==> src/rtl/rf_pkg.sv <==
// Shared constants and FSM state type for the register-file arbiter slice.
package rf_pkg;
    localparam int unsigned REG_ADDR_W       = 5;
    localparam int unsigned XLEN             = 32;
    localparam int unsigned DEF_STARVE_LIMIT = 4;

    typedef enum logic [1:0] {
        ST_IDLE  = 2'd0,
        ST_ISSUE = 2'd1,
        ST_RESP  = 2'd2
    } state_t;
endpackage

==> src/rtl/rf_grant.sv <==
// Core-over-debug grant with a starvation counter; debug path exists only
// when RF_DBG_PORT_EN is defined, otherwise the core is always granted.
module rf_grant
    import rf_pkg::*;
#(
    parameter int unsigned STARVE_LIMIT = DEF_STARVE_LIMIT
) (
    input  logic clk,
    input  logic rst_n,
    input  logic idle,
    input  logic c_valid,
    input  logic d_valid,
    output logic gnt_c,
    output logic gnt_d
);
`ifdef RF_DBG_PORT_EN
    localparam int unsigned CNT_W = $clog2(STARVE_LIMIT + 2);

    logic [CNT_W-1:0] starve_cnt;
    logic             starved;

    assign starved = (starve_cnt == CNT_W'(STARVE_LIMIT));

    // A grant is also an acceptance: ready is only raised for a valid requester.
    always_comb begin
        gnt_c = 1'b0;
        gnt_d = 1'b0;
        if (idle && rst_n) begin
            if (d_valid && (starved || !c_valid)) gnt_d = 1'b1;
            else if (c_valid)                     gnt_c = 1'b1;
        end
    end

    always_ff @(posedge clk) begin
        if (!rst_n)                    starve_cnt <= '0;
        else if (!d_valid || gnt_d)    starve_cnt <= '0;
        else if (gnt_c && !starved)    starve_cnt <= starve_cnt + 1'b1;
    end
`else
    localparam int unsigned unused_limit = STARVE_LIMIT;
    logic unused_grant;

    assign unused_grant = ^{clk, d_valid};
    assign gnt_c        = idle && rst_n && c_valid;
    assign gnt_d        = 1'b0;
`endif
endmodule

==> src/rtl/regfile_arbiter.sv <==
// Arbitrates core and debug access to a 2R1W register file (IDLE->ISSUE->RESP).
// Debug port is functional only when RF_DBG_PORT_EN is defined.
module regfile_arbiter
    import rf_pkg::*;
#(
    parameter int unsigned STARVE_LIMIT = DEF_STARVE_LIMIT
) (
    input  logic        clk,
    input  logic        rst_n,
    input  logic        c_req_valid,
    output logic        c_req_ready,
    input  logic        c_we,
    input  logic [4:0]  c_rd,
    input  logic [4:0]  c_r1,
    input  logic [4:0]  c_r2,
    input  logic [31:0] c_wdata,
    output logic        c_rsp_valid,
    output logic [31:0] c_r1_data,
    output logic [31:0] c_r2_data,
    input  logic        d_req_valid,
    output logic        d_req_ready,
    input  logic        d_we,
    input  logic [4:0]  d_addr,
    input  logic [31:0] d_wdata,
    output logic        d_rsp_valid,
    output logic [31:0] d_rdata,
    output logic [4:0]  rf_rd,
    output logic [4:0]  rf_r1,
    output logic [4:0]  rf_r2,
    output logic [31:0] rf_write_data,
    output logic        rf_w_en,
    output logic        rf_r_en,
    input  logic [31:0] rf_r1_read,
    input  logic [31:0] rf_r2_read
);
    state_t                state, state_nxt;
    logic                  gnt_c, gnt_d, accept;
    logic                  owner_dbg, we_q, rsp_c, rsp_d;
    logic [REG_ADDR_W-1:0] rd_q, r1_q, r2_q;
    logic [XLEN-1:0]       wdata_q, rd1, rd2, d_rdata_q;

    rf_grant #(.STARVE_LIMIT(STARVE_LIMIT)) u_grant (
        .clk     (clk),
        .rst_n   (rst_n),
        .idle    (state == ST_IDLE),
        .c_valid (c_req_valid),
        .d_valid (d_req_valid),
        .gnt_c   (gnt_c),
        .gnt_d   (gnt_d)
    );

    assign accept        = gnt_c || gnt_d;
    assign c_req_ready   = gnt_c;
    assign c_rsp_valid   = rsp_c;
    assign rf_rd         = rd_q;
    assign rf_r1         = r1_q;
    assign rf_r2         = r2_q;
    assign rf_write_data = wdata_q;
    assign rd1           = (r1_q == '0) ? '0 : rf_r1_read;
    assign rd2           = (r2_q == '0) ? '0 : rf_r2_read;

`ifdef RF_DBG_PORT_EN
    assign d_req_ready = gnt_d;
    assign d_rsp_valid = rsp_d;
    assign d_rdata     = d_rdata_q;
`else
    logic unused_dbg;
    assign unused_dbg  = ^{rsp_d, d_rdata_q};
    assign d_req_ready = 1'b0;
    assign d_rsp_valid = 1'b0;
    assign d_rdata     = '0;
`endif

    always_ff @(posedge clk) begin
        if (!rst_n) state <= ST_IDLE;
        else        state <= state_nxt;
    end

    always_comb begin
        state_nxt = state;
        rf_r_en   = 1'b0;
        rf_w_en   = 1'b0;
        rsp_c     = 1'b0;
        rsp_d     = 1'b0;
        case (state)
            ST_IDLE:  if (accept) state_nxt = ST_ISSUE;
            ST_ISSUE: begin
                rf_r_en   = 1'b1;
                rf_w_en   = we_q;
                state_nxt = ST_RESP;
            end
            ST_RESP: begin
                rsp_c     = !owner_dbg;
                rsp_d     = owner_dbg;
                state_nxt = ST_IDLE;
            end
            default: state_nxt = ST_IDLE;
        endcase
    end

    // Read data is captured at the edge ending ISSUE, before the write lands,
    // so a same-register read-modify returns the old value.
    always_ff @(posedge clk) begin
        if (!rst_n) begin
            owner_dbg <= 1'b0;
            we_q      <= 1'b0;
            rd_q      <= '0;
            r1_q      <= '0;
            r2_q      <= '0;
            wdata_q   <= '0;
            c_r1_data <= '0;
            c_r2_data <= '0;
            d_rdata_q <= '0;
        end else begin
            if (accept) begin
                owner_dbg <= gnt_d;
                if (gnt_d) begin
                    we_q    <= d_we;
                    rd_q    <= d_addr;
                    r1_q    <= d_addr;
                    r2_q    <= '0;
                    wdata_q <= d_wdata;
                end else begin
                    we_q    <= c_we;
                    rd_q    <= c_rd;
                    r1_q    <= c_r1;
                    r2_q    <= c_r2;
                    wdata_q <= c_wdata;
                end
            end
            if (state == ST_ISSUE) begin
                if (owner_dbg) d_rdata_q <= rd1;
                else begin
                    c_r1_data <= rd1;
                    c_r2_data <= rd2;
                end
            end
        end
    end
endmodule

==> config.mk <==
export PLATFORM = sky130hd
export DESIGN_NAME = regfile_arbiter
export DESIGN_NICKNAME = d
export VERILOG_FILES = /design/src/rtl/rf_pkg.sv /design/src/rtl/rf_grant.sv /design/src/rtl/regfile_arbiter.sv
export SDC_FILE = /design/constraint.sdc
export NUM_CORES = 1
export LEC_CHECK = 0
export BUFFER_PORTS_ARGS = -buffer_cell sky130_fd_sc_hd__buf_2
export CAP_MARGIN = 25
export CORE_AREA = 2 2 119 121
export DETAILED_ROUTE_END_ITERATION = 10
export DIE_AREA = 0 0 121 123
export GPL_ROUTABILITY_DRIVEN = 0
export GPL_TIMING_DRIVEN = 0
export PLACE_DENSITY = 0.65
export SETUP_SLACK_MARGIN = 0.1
export SYNTH_ARGS = -nofsm -noshare
export SYNTH_HDL_FRONTEND = slang
export SYNTH_SLANG_ARGS = --single-unit
==> constraint.sdc <==
create_clock -name clk -period 1.1 [get_ports clk]
set_input_delay 0.165 -clock clk [delete_from_list [all_inputs] [get_ports clk]]
set_output_delay 0.165 -clock clk [all_outputs]
set_load 0.005 [all_outputs]
== Word level (Yosys, flattened, before mapping) ==
Index checks and enable logic that the tools add are counted.
Word-level totals
  logic and storage cells: 23
  register bits after elaboration: 114
  input bits: 154
  output and inout port bits: 149
Cells by class
  muxes and demuxes: 7
  reductions and logical operators: 5
  eq/ne operators: 3
Operators with widths (number)
  32-bit 2-to-1 mux: 2
  5-bit zero test: 2
  2-bit one-hot mux with 2 select lines: 1
  1-bit 2-to-1 mux: 3
  2-bit by 1-bit == test with 1-bit output, second input constant: 1
  2-bit == test, second input constant: 1
  1-bit logical AND: 2
  2-bit zero test: 1
  2-bit 2-to-1 mux: 1
  2-bit != test, second input constant: 1

== Longest topological paths before layout ==
Gate-level depths: netlist of run 1.
  depth in word-level cells: 5
  gate-level depth with buffers: 7
  depth with buffers taken out: 3

== Hierarchy ==
From an unflattened synthesis of run 1, not the netlist that was laid out.
Second synthesis, totals
  cell total of the unflattened synthesis: 403
  area total of the unflattened synthesis: 4524.3 µm²
By module, submodules not included
  regfile_arbiter: cells each 400, times used 1, seq. area each 2302.2 µm², area each 4506.8 µm²
  rf_grant: cells each 3, times used 1, seq. area each 0.0 µm², area each 17.5 µm²

== Worst setup path after synthesis of run 1 ==
OpenSTA, ideal clock, no wires.
  path type: reg2reg
  start: register state[1]
  end: register c_r1_data[0]
  period minus slack after synthesis: 1.176 ns
  path buffers: 2
  setup time: 0.117 ns
  path slack: -0.076 ns
  required time: 0.983 ns
  cell stages (with the launch flop): 6
  data arrival time: 1.059 ns
  cells stage by stage: dfxtp_1 and2b_1 nor2b_2 buf_6 buf_6 a22o_1
On the way
  longest elaborated chain between the ends: 1
RTL lines
  start: declaration: RTL line regfile_arbiter.sv:36  | state_t state, state_nxt;
  start signal: assignment: RTL line regfile_arbiter.sv:76  | else state <= state_nxt;
  2-bit by 1-bit == test with 1-bit output: RTL line regfile_arbiter.sv:131  | if (state == ST_ISSUE) begin
  end signal: assignment: RTL line regfile_arbiter.sv:134  | c_r1_data <= rd1;
  end: declaration: RTL line regfile_arbiter.sv:18  | output logic [31:0] c_r1_data,
Every way passes these cells.
A chain may end at the register's enable or synchronous reset.

== Worst setup path in the final report of run 1 ==
  start: register state[1]
  end: register c_r1_data[3]
Same word-level chain as after synthesis.

==> flow_metrics.tcl, run 1 <==
set metrics [dict create \
    status "finished with violations" \
    violations "setup timing" \
    utilization_pct 64.5 \
    cts.clk_slew.worst_paths_ns 0.06 \
    p_int_mw 9.29 \
    io_pins 303 \
    cp.arrival_ns 1.83 \
    cp-end-kind "flop" \
    synth_cell_types 22 \
    setup_violations 116 \
    cap_violations 0 \
    cts.sink_count 114 \
    wl_um 16800 \
    syn-instance-count 401 \
    synthXorXnorAreaFrac_pct 0 \
    totalPowerFinal_mw 12.4 \
    area.growth.synth_to_final_pct 119 \
    synth_area_per_cell_sq_um 10.0 \
    grt_max_degree 17 \
    placed_area_sq_um 5550 \
    insertion_delay_ns 0.41 \
    path_class "reg2reg" \
    fp.coreArea_sq_um 13600 \
    grt_pass1_wl_um 22300 \
    post_drt_wl_per_cell_um 16.2 \
    antenna_found_initial 1 \
    power.share.clock_pct 46.1 \
    vias 4668 \
    post-place-ws_ns -0.366 \
    critical_path_required_ns 1.44 \
    drive_gt1_share_pct 62.8 \
    start_util_pct 29.5 \
    p_comb_share_pct 16.8 \
    clock.fmax_ghz 0.670 \
    p_per_area_nw_per_um2 1410 \
    cts_root_buf "clkbuf_16" \
    nFillCells 956 \
    cts_buffer_depth 2 \
    layout.area.seq_sq_um 2430 \
    die_h_um 123 \
    grt_pass1_vias 4286 \
    synth.area.mux_share_pct 0 \
    slew_violations 0 \
    reg2reg_depth 7 \
    holdPathStages 4 \
    clock_skew_ns 0.00722 \
    yosys.area_share.simple_pct 10.9 \
    leakage_nw 4.23 \
    drtIter0Drc 246 \
    ys_seq_area_share_pct 56.8 \
    drtPass1Iterations 4 \
    setup_tns_ns -32.26 \
    avgViaCountPerCell 4.51 \
    synthAdderAreaFrac_pct 0 \
    synth_top_family_by_area "compound AO/OA/AOI/OAI gates" \
    final_common_cell "buf_2" \
    final_cell_mix "155 x buf_2, 113 x dlygate4sd3_1, 111 x dfxtp_2" \
    fin_crit_sh_pct 136 \
    row_count 43 \
    dp_hpwl_um 8440 \
    min_period_ns 1.49 \
    synth_seq_cells 114 \
    synth_area_sq_um 4020 \
    numPortBuffers 228 \
    seq_power_share_pct 37.1 \
    worstPathMaxFanout 7 \
    rsz0062_at_grt "yes" \
    drc 0 \
    start_kind "flop" \
    htreeDepth 4 \
    finalHoldViolCount 0 \
    cts_tree "built" \
    hp-class "in2reg" \
    cts_inserted_buffers 17 \
    grt_overflow 0 \
    p_switching_mw 3.09 \
    multi_input_area_sq_um 1620 \
    nets 996 \
    vdd.ir_drop.worst_v 0.000969 \
    fin_ws_ns -0.393 \
    p_sw_share_pct 25.0 \
    synth-compound-area-share_pct 20.4 \
    die-area_sq_um 14900 \
    fin_area_sq_um 8780 \
    synth_warnings 0 \
    grt_use_total_pct 19.4 \
    dieWidth_um 121 \
    ant_nets 0 \
]
## worst max-delay path: stages, from the launching register on
cell and delay, ns:
dfxtp_2 0.36, and2b_2 0.25, buf_6 0.12, nor2b_4 0.15
buf_12 0.16, buf_12 0.11, buf_8 0.10, a22o_1 0.16
## area by class of cell
type / instances / area share [%]
multi-input cells: 255 / 18.5
plain buffers: 62 / 6.34
diodes: 1 / 0.0285
inverters: 1 / 0.0428
repair buffers: 391 / 37.9
well taps: 180 / 2.57
clock inverters: 15 / 2.12
clock buffers: 17 / 4.85
flip-flops and latches: 114 / 27.7
## path summary, 6_finish.rpt
kind	from	endpoint	slack, ns
worst max-delay path	state[1]	c_r1_data[3]	-0.39
worst min-delay path	rst_n	state[1]	0.24
worst max register to register	state[1]	c_r1_data[3]	-0.39
worst min register to register	state[0]	state[0]	0.44
## metrics by stage
stage          hold WS (ns)  instances
2_1_floorplan         0.280        434
3_3_place_gp          0.368        842
3_5_place_dp          0.371        842
4_1_cts               0.191       1013
5_1_grt               0.269       1036
6_report              0.244       1036
## cells in the mapped netlist
cell type  count  area [sq um]
nor2_1         2          7.51
dfxtp_1      114          2280
a21oi_2        2          17.5
clkbuf_2       2          10.0
clkbuf_1       5          18.8
buf_2         11          55.1
nor3_1         2          10.0
a22o_1        64           561
o21ai_0       18          90.1
nor2b_1        1          6.26
nor4bb_1       1          10.0
buf_6         11           124
nand3b_1       1          7.51
nor2b_2        1          8.76
buf_4         35           263
and2b_1        1          7.51
inv_1          1          3.75
and4bb_1       1          12.5
nand2_1       96           360
and2_1         1          6.26
conb_1         1          3.75
o21ai_1       30           150
## power by group through the flow
stage,sequential (mW),clock (mW),combinational (mW)
after floorplan,4.60,0,0.545
after global placement,4.57,0,1.12
after detailed placement,4.58,0,1.13
after CTS,4.55,5.80,1.71
after global routing,4.61,6.02,2.22
final,4.59,5.71,2.09
## cell families after synthesis
logic type | count (synthesis)
other | 1
AO/OA/AOI/OAI | 114
buffers and inverters | 65
AND/OR/NAND/NOR | 107
flip-flops | 114
## sequential cells by signal, indices dropped and copies added (netlist names)
register and count:
c_r2_data 32, we_q 1, rf_rd 5, rf_r2 5, rf_write_data 32, state 2
rf_r1 5, c_r1_data 32
## routing by layer
metal / part of all wire [%] / track usage, % / vias to the layer above
met5: 0 / 0 / -
li1: - / - / 2208
met3: 8.2 / 6.60 / 33
met4: 2.4 / 7.34 / 0
met1: 38 / 21.7 / 2195
met2: 52 / 34.0 / 232
## what timing repair did
action,in CTS,in global routing
endpoints found under the setup margin,227,227
pin swaps,7,8
hold buffers,113,0
resized for setup,175,130
setup buffers,20,20
cloned,6,4
hold endpoints to repair,113,0
Power figures use the tool's default switching activity.
==> run 2, diff against run 1 <==
SETUP_SLACK_MARGIN = 0.15   (was 0.1)
==> run 2 against run 1 <==
The run still ends with setup timing left. Clock power is essentially flat. Count of clock-buffer cells in the layout unchanged. Core utilization up 0.71 points. Sequential share of layout area down 0.30 points. Critical path type is now reg2out. Critical endpoint is now c_req_ready. Largest power group unchanged.
==> flow_metrics.tcl, run 2 (synthesis gave the netlist of run 1 again) <==
set metrics [dict create \
    status "finished with violations" \
    violations "setup timing" \
    p_int_mw 9.31 \
    nets 999 \
    final_cell_mix "155 x buf_2, 113 x dlygate4sd3_1, 111 x dfxtp_2" \
    grt_use_total_pct 19.4 \
    final_common_cell "buf_2" \
    seq_power_share_pct 37.0 \
    area.growth.synth_to_final_pct 121 \
    vias 4667 \
    worstPathMaxFanout 5 \
    start_kind "flop" \
    clock_skew_ns 0.00675 \
    holdPathStages 4 \
    cp.arrival_ns 1.32 \
    utilization_pct 65.2 \
    numPortBuffers 228 \
    grt_max_degree 17 \
    hp-class "in2reg" \
    htreeDepth 4 \
    drc 0 \
    path_buf_inv 3 \
    wl_um 16900 \
    io_pins 303 \
    die_h_um 123 \
    grt_pass1_wl_um 22300 \
    cts_inserted_buffers 17 \
    antenna_found_initial 1 \
    cts_root_buf "clkbuf_16" \
    ant_nets 0 \
    dieWidth_um 121 \
    grt_pass1_vias 4286 \
    p_sw_share_pct 25.0 \
    path_depth 4 \
    fp.coreArea_sq_um 13600 \
    cts.sink_count 114 \
    p_per_area_nw_per_um2 1400 \
    critical-path-top-delay-family "flip-flops" \
    fin_ws_ns -0.388 \
    totalPowerFinal_mw 12.4 \
    start_util_pct 29.5 \
    rsz0062_at_grt "yes" \
    critical_path_required_ns 0.94 \
    slew_violations 0 \
    cp-end-kind "output pin" \
    drtPass1Iterations 6 \
    vdd.ir_drop.worst_v 0.000994 \
    p_comb_share_pct 17.1 \
    cts_tree "built" \
    leakage_nw 4.30 \
    path_class "reg2out" \
    cp_slowest_cell "dfxtp_2" \
    cts.clk_slew.worst_paths_ns 0.06 \
    drive_gt1_share_pct 64.2 \
    die-area_sq_um 14900 \
    cts_buffer_depth 2 \
    power.share.clock_pct 45.9 \
    avgViaCountPerCell 4.49 \
    insertion_delay_ns 0.41 \
    row_count 43 \
    cp_common_cell "buf_6" \
    cap_violations 0 \
    drtIter0Drc 234 \
    clock.fmax_ghz 0.672 \
    grt_overflow 0 \
    max_stage_delay_ns 0.35 \
    p_switching_mw 3.10 \
    dp_hpwl_um 8440 \
    fin_crit_sh_pct 135 \
    finalHoldViolCount 0 \
    setup_violations 116 \
    min_period_ns 1.49 \
    post_drt_wl_per_cell_um 16.2 \
    crit_chain "and4bb_1, buf_6, buf_6, buf_6" \
    reg2reg_depth 7 \
]
[run 2: changes by cell type in the layout (fill, tap and decap cells not counted)]
cell     change
nand2_1      -7
nand2_4      +6
o21ai_1      -4
o21ai_2      +4
buf_6        +3
nand2_2      +1
[run 2: final timing paths]
path                 start           end  slack [ns]
hold reg to reg   state[1]      state[0]        0.44
setup / recovery  state[0]   c_req_ready       -0.39
setup reg to reg  state[1]  c_r1_data[3]       -0.39
hold / removal       rst_n      state[1]        0.24
[run 2: layer usage]
| layer | GRT usage, % | vias up | wire length [um] |
|---|---|---|---|
| li1 | - | 2215 | - |
| met1 | 21.7 | 2183 | 6400 |
| met2 | 34.0 | 238 | 8760 |
| met5 | 0 | - | 0 |
| met4 | 7.34 | 0 | 342 |
| met3 | 6.60 | 31 | 1370 |
[run 2: power by group through the flow]
stage | registers (mW) | clock network (mW) | logic, mW
2_1_floorplan | 4.60 | 0 | 0.545
5_1_grt | 4.61 | 6.02 | 2.26
3_5_place_dp | 4.58 | 0 | 1.13
3_3_place_gp | 4.57 | 0 | 1.12
6_report | 4.59 | 5.70 | 2.13
4_1_cts | 4.55 | 5.80 | 1.71
[run 2: timing repair]
action | CTS | global route
resized for setup | 175 | 147
setup endpoints to repair | 227 | 227
cloned | 6 | 5
buffers inserted | 20 | 20
hold buffers | 113 | 0
pin swaps | 7 | 12
hold endpoints to repair | 113 | 0
[run 2: final cells by class]
cell class | instances | area, sq um
Fill cell | 938 | 4740
Buffer | 64 | 587
Clock inverter | 15 | 186
Clock buffer | 17 | 425
Antenna cell | 1 | 2.50
Multi-Input combinational cell | 255 | 1690
Sequential cell | 114 | 2430
Timing Repair Buffer | 392 | 3330
Inverter | 1 | 3.75
Tap cell | 180 | 225
[run 2: worst register-to-register path, stage by stage, from the launching register on]
cell	delay, ns
dfxtp_2	0.35
and2b_2	0.25
buf_6	0.12
nor2b_4	0.15
buf_12	0.17
buf_12	0.12
buf_8	0.10
a22o_1	0.16
[run 2: stage by stage]
stage	setup TNS [ns]	setup WS, ns	area [sq um]	instances	hold WS, ns
CTS	-31.51	-0.410	7980	1013	0.191
global placement	-24.11	-0.366	5550	842	0.368
floorplan	-4.17	-0.0533	4190	434	0.280
detailed placement	-24.44	-0.366	5550	842	0.371
finish	-31.22	-0.388	8870	1039	0.245
global route	-39.22	-0.471	8870	1039	0.269
==> run 3, diff against run 2 <==
CORE_AREA = 2 2 116 118   (was 2 2 119 121)
DIE_AREA = 0 0 118 120   (was 0 0 121 123)
clock period = 1.6 ns   (was 1.1 ns; I/O delays follow)
==> run 3 against run 2 <==
The run now ends clean. Non-clock buffer count is 157 lower. Via count is 18% lower. Register-to-register slack better by 0.62 ns. Design area is 30% lower. Wire length is 28% lower. Worst setup slack better by 0.45 ns. Flip-flop and latch count stayed put. First-iteration DRC count is 49% lower. Core utilization is 17 points lower. Critical path type unchanged.
==> flow_metrics.tcl, run 3 (synthesis gave the netlist of run 1 again) <==
set metrics [dict create \
    status "finished clean" \
    cp.arrival_ns 1.30 \
    insertion_delay_ns 0.41 \
    placed_area_sq_um 5500 \
    n_antenna_cell 0 \
    reg2reg_depth 7 \
    holdPathEnd "rf_write_data[1]" \
    cts.sink_count 114 \
    cp-end-kind "output pin" \
    holdPathStages 3 \
    post-place-ws_ns 0.0439 \
    antenna_found_initial 0 \
    cts_inserted_buffers 17 \
    cts.clk_slew.worst_paths_ns 0.06 \
    leakage_nw 3.21 \
    dp_hpwl_um 9150 \
    drc 0 \
    nets 842 \
    power.share.clock_pct 50.6 \
    die_h_um 120 \
    die-area_sq_um 14200 \
    cts_buffer_depth 2 \
    final_cell_mix "236 x buf_2, 112 x dfxtp_1, 96 x nand2_1" \
    grt_pass1_vias 3610 \
    hp-class "in2reg" \
    wl_um 12100 \
    cp_common_cell "buf_6" \
    fin_ws_ns 0.0633 \
    min_from "c_wdata[1]" \
    clock.fmax_ghz 0.651 \
    p_per_area_nw_per_um2 1260 \
    drtIter0Drc 120 \
    io_pins 303 \
    drtPass1Iterations 4 \
    grt_overflow 0 \
    totalPowerFinal_mw 7.84 \
    row_count 42 \
    ant_nets 0 \
    p_int_mw 6.06 \
    htreeDepth 4 \
    setup_violations 0 \
    dieWidth_um 118 \
    grt_pass1_wl_um 18300 \
    fp.coreArea_sq_um 13000 \
    fin_crit_sh_pct 96.0 \
    p_sw_share_pct 22.7 \
    vdd.ir_drop.worst_v 0.000679 \
    finalHoldViolCount 0 \
    critical_path_required_ns 1.36 \
    post_drt_wl_per_cell_um 13.8 \
    slew_violations 0 \
    rsz0062_at_grt "yes" \
    area.growth.synth_to_final_pct 55.1 \
    cp_slowest_cell "dfxtp_2" \
    seq_power_share_pct 39.5 \
    min_period_ns 1.54 \
    path_class "reg2out" \
    worstPathMaxFanout 4 \
    cap_violations 0 \
    r2r_start "state[1]" \
    drive_gt1_share_pct 47.5 \
    max_stage_delay_ns 0.34 \
    p_switching_mw 1.78 \
    grt_max_degree 17 \
    start_kind "flop" \
    crit_chain "and4bb_1, buf_6, buf_6, buf_6" \
    stdcell_count 877 \
    cts_root_buf "clkbuf_16" \
    final_common_cell "buf_2" \
    worstReg2RegEnd "rf_write_data[7]" \
    cts_tree "built" \
    clock_skew_ns 0.00613 \
    place_inst 838 \
    hold_buffers 0 \
    numPortBuffers 228 \
    vias 3812 \
    setup_tns_ns 0 \
    fin_area_sq_um 6230 \
    start_util_pct 30.9 \
    avgViaCountPerCell 4.35 \
    grt_use_total_pct 16.8 \
    p_comb_share_pct 9.9 \
    r2r_slack_ns 0.23 \
]
==> run 3: cell count changes in the layout (fill, tap and decap cells not counted), moves of 19 or more <==
cell,delta
nand2_2,-19
nand2_4,-19
dfxtp_2,-109
buf_2,+81
dfxtp_1,+111
buf_6,-80
o21ai_2,-22
nand2_1,+38
dlygate4sd3_1,-113
buf_4,-27
==> run 3: cell type report <==
type                    instances  area (sq um)
fillers                      1246          6750
inverters                       1          3.75
clock inverters                13           184
repair buffers                235          1200
well taps                     176           220
multi-input cells             255          1400
clock buffers                  19           443
plain buffers                  64           489
flip-flops and latches        114          2280
==> run 3: stage by stage <==
stage | util [%] | hold WS [ns]
floorplan | - | 0.349
global placement | 42.4 | 0.435
detailed placement | 42.4 | 0.438
CTS | 47.9 | 0.0116
global route | 48.0 | 0.0227
finish | 48.0 | 0.0271
==> run 3: worst max-delay path: cells and delay by family, from the launching register on <==
family / cells / cell delay [ns]
buffers and inverters: 3 / 0.33
AND/OR/NAND/NOR: 1 / 0.22
flip-flops: 1 / 0.34
==> run 3: worst max-delay path by stage <==
stage,start,end,slack [ns],depth (start not counted)
global route,state[1],c_req_ready,0.01,4
CTS,state[1],c_req_ready,0.03,4
floorplan,state[1],c_r1_data[0],0.42,5
global placement,rst_n,c_r2_data[1],0.08,5
detailed placement,rst_n,c_r2_data[27],0.04,5
finish,state[1],c_req_ready,0.06,4
==> run 3: power by group through the flow <==
stage	clock [mW]	combinational [mW]	sequential (mW)
2_1_floorplan	0	0.355	3.16
3_3_place_gp	0	0.740	3.14
3_5_place_dp	0	0.754	3.15
4_1_cts	4.06	0.784	3.09
6_report	3.97	0.778	3.10
5_1_grt	4.20	0.861	3.11
==> run 3: routing by layer <==
metal	vias to the layer above	wire length [um]	track usage, %
met5	-	0	0
met4	0	199	7.45
met3	15	958	6.37
met2	177	5970	28.7
met1	1729	4970	18.7
li1	1891	-	-
==> run 3: timing repair <==
action | in CTS | in global routing
pin swaps | 2 | 0
setup buffers | 7 | 0
endpoints found under the setup margin | 68 | 46
gates resized for setup | 9 | 5
